**config.mk**
```make
export PLATFORM = sky130hd
export DESIGN_NAME = rx_clk_supervisor
export DESIGN_NICKNAME = d
export VERILOG_FILES = /design/src/rtl/rx_clk_supervisor.sv
export SDC_FILE = /design/constraint.sdc
export NUM_CORES = 1
export LEC_CHECK = 0
export BUFFER_PORTS_ARGS = -buffer_cell sky130_fd_sc_hd__buf_2
export CORE_MARGIN = 2
export CORE_UTILIZATION = 61
export CTS_CLUSTER_DIAMETER = 100
export DETAILED_ROUTE_END_ITERATION = 6
export PLACE_DENSITY = 0.83
export SLEW_MARGIN = 0
export SYNTH_ARGS = -nofsm -noshare
export SYNTH_HDL_FRONTEND = slang
export SYNTH_SLANG_ARGS = --single-unit
```
**constraint.sdc**
```tcl
create_clock -name rxclk -period 6 [get_ports rxclk]
set_clock_uncertainty 0.2 [all_clocks]
set_input_delay 0.3 -clock rxclk [delete_from_list [all_inputs] [get_ports rxclk]]
set_output_delay 0.3 -clock rxclk [all_outputs]
set_load 0.03 [all_outputs]
```
**src/rtl/rx_clk_supervisor.sv**
```systemverilog
// Receive clock supervisor: sequences the DCM reset, waits for lock and gates the rx core.
// Optional lock-loss filter in RUN is enabled by defining RXCLK_LOCK_FILTER_EN.
module rx_clk_supervisor #(
    parameter int RST_PULSE     = 8,
    parameter int LOCK_TIMEOUT  = 1024,
    parameter int STABLE_CYCLES = 64,
    parameter int MAX_RETRIES   = 3,
    parameter int DIV_RATIO     = 2,
    parameter int CNT_W         = 16,
    parameter int FILTER_LEN    = 4
) (
    input  logic       rxclk,
    input  logic       reset,
    input  logic       dcm_locked,
    input  logic       clear_fault,
    output logic       dcm_rst,
    output logic       core_rst,
    output logic       ce_div,
    output logic       lock_ok,
    output logic       fault,
    output logic [3:0] retry_count,
    output logic [7:0] lost_count
);

    localparam int DIV_W = (DIV_RATIO > 1) ? $clog2(DIV_RATIO) : 1;

    typedef enum logic [2:0] {
        S_DCM_RST,
        S_WAIT_LOCK,
        S_STABLE,
        S_RUN,
        S_FAULT
    } state_t;

    state_t             r_state, w_state_nxt;
    logic [CNT_W-1:0]   r_timer, w_timer_nxt;
    logic [3:0]         r_retry, w_retry_nxt;
    logic [7:0]         r_lost, w_lost_nxt;
    logic [DIV_W-1:0]   r_div, w_div_nxt;
    logic               r_sync1, r_locked_s;
    logic               r_dcm_rst, r_core_rst, r_ce_div, r_lock_ok, r_fault;
    logic               w_run_loss;

`ifdef RXCLK_LOCK_FILTER_EN
    localparam int FILT_W = $clog2(FILTER_LEN + 1);
    logic [FILT_W-1:0]  r_filt, w_filt_nxt;

    // Only a run of FILTER_LEN consecutive unlocked cycles counts as a loss.
    always_comb begin
        w_filt_nxt = '0;
        w_run_loss = 1'b0;
        if (r_state == S_RUN && !r_locked_s) begin
            if (r_filt == FILT_W'(FILTER_LEN - 1)) w_run_loss = 1'b1;
            else                                   w_filt_nxt = r_filt + FILT_W'(1);
        end
    end
`else
    always_comb w_run_loss = !r_locked_s;
`endif

    always_comb begin
        // NOTE: every variable gets a default before the case so no latch is inferred.
        w_state_nxt = r_state;
        w_timer_nxt = r_timer;
        w_retry_nxt = r_retry;
        w_lost_nxt  = r_lost;
        case (r_state)
            S_DCM_RST: begin
                if (r_timer == CNT_W'(RST_PULSE - 1)) begin
                    w_state_nxt = S_WAIT_LOCK;
                    w_timer_nxt = '0;
                end else begin
                    w_timer_nxt = r_timer + CNT_W'(1);
                end
            end
            S_WAIT_LOCK: begin
                if (r_locked_s) begin
                    w_state_nxt = S_STABLE;
                    w_timer_nxt = '0;
                end else if (r_timer == CNT_W'(LOCK_TIMEOUT - 1)) begin
                    w_timer_nxt = '0;
                    if (r_retry == 4'(MAX_RETRIES)) begin
                        w_state_nxt = S_FAULT;
                    end else begin
                        w_state_nxt = S_DCM_RST;
                        w_retry_nxt = r_retry + 4'd1;
                    end
                end else begin
                    w_timer_nxt = r_timer + CNT_W'(1);
                end
            end
            S_STABLE: begin
                // Lock loss takes priority over completing the stability window.
                if (!r_locked_s) begin
                    w_timer_nxt = '0;
                    if (r_retry == 4'(MAX_RETRIES)) begin
                        w_state_nxt = S_FAULT;
                    end else begin
                        w_state_nxt = S_DCM_RST;
                        w_retry_nxt = r_retry + 4'd1;
                    end
                end else if (r_timer == CNT_W'(STABLE_CYCLES - 1)) begin
                    w_state_nxt = S_RUN;
                    w_timer_nxt = '0;
                    w_retry_nxt = '0;
                end else begin
                    w_timer_nxt = r_timer + CNT_W'(1);
                end
            end
            S_RUN: begin
                if (w_run_loss) begin
                    w_state_nxt = S_DCM_RST;
                    w_timer_nxt = '0;
                    if (r_lost != 8'hFF) w_lost_nxt = r_lost + 8'd1;
                end
            end
            S_FAULT: begin
                if (clear_fault) begin
                    w_state_nxt = S_DCM_RST;
                    w_timer_nxt = '0;
                    w_retry_nxt = '0;
                end
            end
            default: begin
                w_state_nxt = S_DCM_RST;
                w_timer_nxt = '0;
            end
        endcase
    end

    // Divider runs only while staying in RUN; ce_div is registered from its next value.
    always_comb begin
        w_div_nxt = '0;
        if (r_state == S_RUN && w_state_nxt == S_RUN && r_div != DIV_W'(DIV_RATIO - 1))
            w_div_nxt = r_div + DIV_W'(1);
    end

    always_ff @(posedge rxclk) begin
        // NOTE: sequential state uses non-blocking assignments so all flops update together.
        if (!reset) begin
            r_state    <= S_DCM_RST;
            r_timer    <= '0;
            r_sync1    <= 1'b0;
            r_locked_s <= 1'b0;
            r_retry    <= '0;
            r_lost     <= '0;
            r_div      <= '0;
            r_dcm_rst  <= 1'b1;
            r_core_rst <= 1'b1;
            r_ce_div   <= 1'b0;
            r_lock_ok  <= 1'b0;
            r_fault    <= 1'b0;
        end else begin
            r_sync1    <= dcm_locked;
            r_locked_s <= r_sync1;
            r_state    <= w_state_nxt;
            r_timer    <= w_timer_nxt;
            r_retry    <= w_retry_nxt;
            r_lost     <= w_lost_nxt;
            r_div      <= w_div_nxt;
            r_dcm_rst  <= (w_state_nxt == S_DCM_RST);
            r_core_rst <= (w_state_nxt != S_RUN);
            r_ce_div   <= (w_state_nxt == S_RUN) && (w_div_nxt == DIV_W'(DIV_RATIO - 1));
            r_lock_ok  <= (w_state_nxt == S_RUN);
            r_fault    <= (w_state_nxt == S_FAULT);
        end
    end

`ifdef RXCLK_LOCK_FILTER_EN
    always_ff @(posedge rxclk) begin
        if (!reset) r_filt <= '0;
        else        r_filt <= w_filt_nxt;
    end
`endif

    assign dcm_rst     = r_dcm_rst;
    assign core_rst    = r_core_rst;
    assign ce_div      = r_ce_div;
    assign lock_ok     = r_lock_ok;
    assign fault       = r_fault;
    assign retry_count = r_retry;
    assign lost_count  = r_lost;

endmodule
```
==> metrics.txt <==
CTS sink count=39; outcome=finished, final reports clean; Reg clk slew, reported paths=100 ps; Yosys reg bits=39; Area Overhead vs Synth=8.577%; Avg WL per Cell=13.09 um; initial antenna violation count=0; GR Util met1=between 30% and 40%; GR Util met3=6.550%; register-to-register setup slack=between 3000 and 4000 ps; largest net degree at the start of global routing=16; clock share of power=29.9%; setup_tns=0 ps; Post-synth top cells=39 x dfxtp_1, 31 x nor2_1, 11 x xor2_1; CTS Buf Count=5; Storage cell area=between 700 and 800 um2; LEAKAGE=0.0007556 uW; most common cell in the netlist=dfxtp_1; Clock Root Buffer=clkbuf_4; predominant post-synthesis flop cell=dfxtp_1; Power, Total=about 400 uW; CTS tree=built; global-route wire length before repair=6044 um; Final Cycle Share=between 40% and 50%; Least-Margin Pin Slew=598.6 ps; Setup violations, final=0; top cells by area, synth=dfxtp_1 41%, nor2_1 6.2%, xor2_1 5.1%; final wirelength=3509 um; Die Ht=59.54 um; Initial Utilization=a little over three fifths; vias in the first global route=about 1400; multi-input logic area=between 1000 and 1500 um2; post-synthesis cell type count=roughly 50; P_int=308.7 uW; Async SR Flop Fraction=0%; core area=3003 um2; CP startpoint kind=flop; CP Class=flop to flop; Cells after Synth=216; Post-DRT Antenna Nets=0; Max Cap Viol=0; post-DP HPWL=2583 um; gr busiest metal=met2; n_diodes=0; Rows=20; dpl cell area=1992 um2; DR iter-0 viols=66; Final Wtd Congestion=0.9007; Hold Fails Final Rpt=0; Total Routing Usage GR=22.61%; Sw Pwr=89.61 uW; Syn Nets=223; Post-synth EDFFs=0; Slew Limit Headroom=roughly 60%; post-synth top area cell=dfxtp_1; Hold Crit Class=primary input to flop; Final Cell Area=2043 um2; DRT Pass-1 Iters=4; die area=roughly 3500 um2; sequential element share of the synthesized area=41.49%; number of fill cells=~250; die width=59.54 um; layout cells sized above 1=roughly 14%; worst path required time=approximately 6000 ps; Nets=243; GRT met2 Usage=34.54%; CP endpoint kind=flop; Post-route DRC=0; VDD IR max=about 0.1 mV; vias per cell=5.914; FMAX=347.7 MHz; critical path arrival=2890 ps; vias after detailed routing=1585; Syn Area/Cell=8.712 um2; clock buffer depth=2; Final min period=around 2900 ps; Clock Latency Late Sink=~340 ps; Comb pwr share=3.7%; crit path max fanout=15; post-placement setup slack=3111 ps; top cell type's share of synthesized area=41.49%; sequential share of power=66.4%; Slew Limit Fails=0; Ports=21; setup ws final=3124 ps; Congestion Overflow GR=0; sw frac=22.50%; Mapped Area=around 1900 um2; port buffer count=20; Finished Core Util=between 60 and 70%; depth of the CTS H-tree=2; yosys warns=0; PD cells=195.0 nW/um2; RSZ-0062 raised after global routing=no
[state kept, by name (all words and copies together), names as in the netlist]
register	flops
ce_div	1
lock_ok	1
fault	1
lost_count	8
r_timer	16
r_state	3
retry_count	4
r_sync1	1
dcm_rst	1
r_locked_s	1
r_div	1
core_rst	1
[cells in the final DEF (no fill, tap or decap), types with 2 or more instances in the layout]
cell type | synthesis | layout
dfxtp_1 | 39 | 39
nor2_1 | 31 | 31
buf_2 | 1 | 20
xor2_1 | 11 | 11
nand3_1 | 10 | 10
nand2_1 | 9 | 9
nand4_1 | 9 | 9
inv_1 | 9 | 9
xnor2_1 | 8 | 8
nor3_1 | 7 | 7
or3_1 | 6 | 6
nor4_1 | 5 | 5
a21oi_1 | 5 | 5
clkbuf_4 | 0 | 5
nand2b_1 | 4 | 4
o21ai_1 | 4 | 4
nor2b_1 | 4 | 4
and2_1 | 3 | 3
o22ai_1 | 3 | 3
nand3b_1 | 3 | 3
o311ai_1 | 3 | 3
ha_1 | 3 | 3
nand4b_1 | 2 | 2
or4_1 | 2 | 2
nor3b_1 | 2 | 2
and4_1 | 2 | 2
a211oi_1 | 2 | 2
[routing by layer]
metal  vias to the layer above  share of wire [%]
li1                        820                  -
met1                       719                 50
met2                        40                 44
met3                         6                4.6
met4                         0                1.5
met5                         -                  0
[logic make-up after synthesis]
family / Yosys count / synth area share (%)
compound gates: 28 / 11.44
simple gates: 108 / 32.05
fa+ha+maj: 3 / 1.995
buf+inv: 18 / 3.657
flops: 39 / 41.49
xor+xnor: 19 / 8.843
mux: 1 / 0.5319
[power groups by stage]
stage | registers, uW | logic (uW) | clock network [uW]
floorplan | 270 | 11.4 | 0
global placement | 270 | 14.3 | 0
detailed placement | 270 | 14.5 | 0
CTS | 264 | 15.0 | 123
global route | 265 | 17.0 | 133
finish | 264 | 14.9 | 119
[worst paths after layout]
path                          to  startpoint  cells after the start
hold reg to reg            r_div       r_div                      1
setup / recovery     r_timer[15]  r_timer[0]                      6
hold / removal    retry_count[1]       reset                      3
setup reg to reg     r_timer[15]  r_timer[0]                      6
[critical path: stages, from the launching register on]
cell and delay [ps]:
dfxtp_1 400, ha_1 240, or4b_4 500, nor4_2 490
nor2_1 190, o31ai_4 610, nor2_1 120
[per-stage QoR]
stage | hold WS (ps) | std cells
after detailed placement | 217.2 | 261
after global routing | 114.9 | 268
after global placement | 210.3 | 261
after floorplan | 201.1 | 216
final | 115.2 | 268
after CTS | 92.00 | 268
[cell type report]
cell class	count	area share, %
Sequential cell	39	38.21
Multi-Input combinational cell	159	50.52
Timing Repair Buffer	21	5.389
Tap cell	33	2.021
Clock buffer	6	2.021
Inverter	10	1.837
[repair_timing]
| action | 4_1_cts | 5_1_grt |
|---|---|---|
| buffers inserted | 0 | 0 |
| hold buffers | 1 | 0 |
| endpoints found under the hold margin | 1 | 0 |
| gates resized for setup | 0 | 0 |
(Power assumes the default switching activity.)
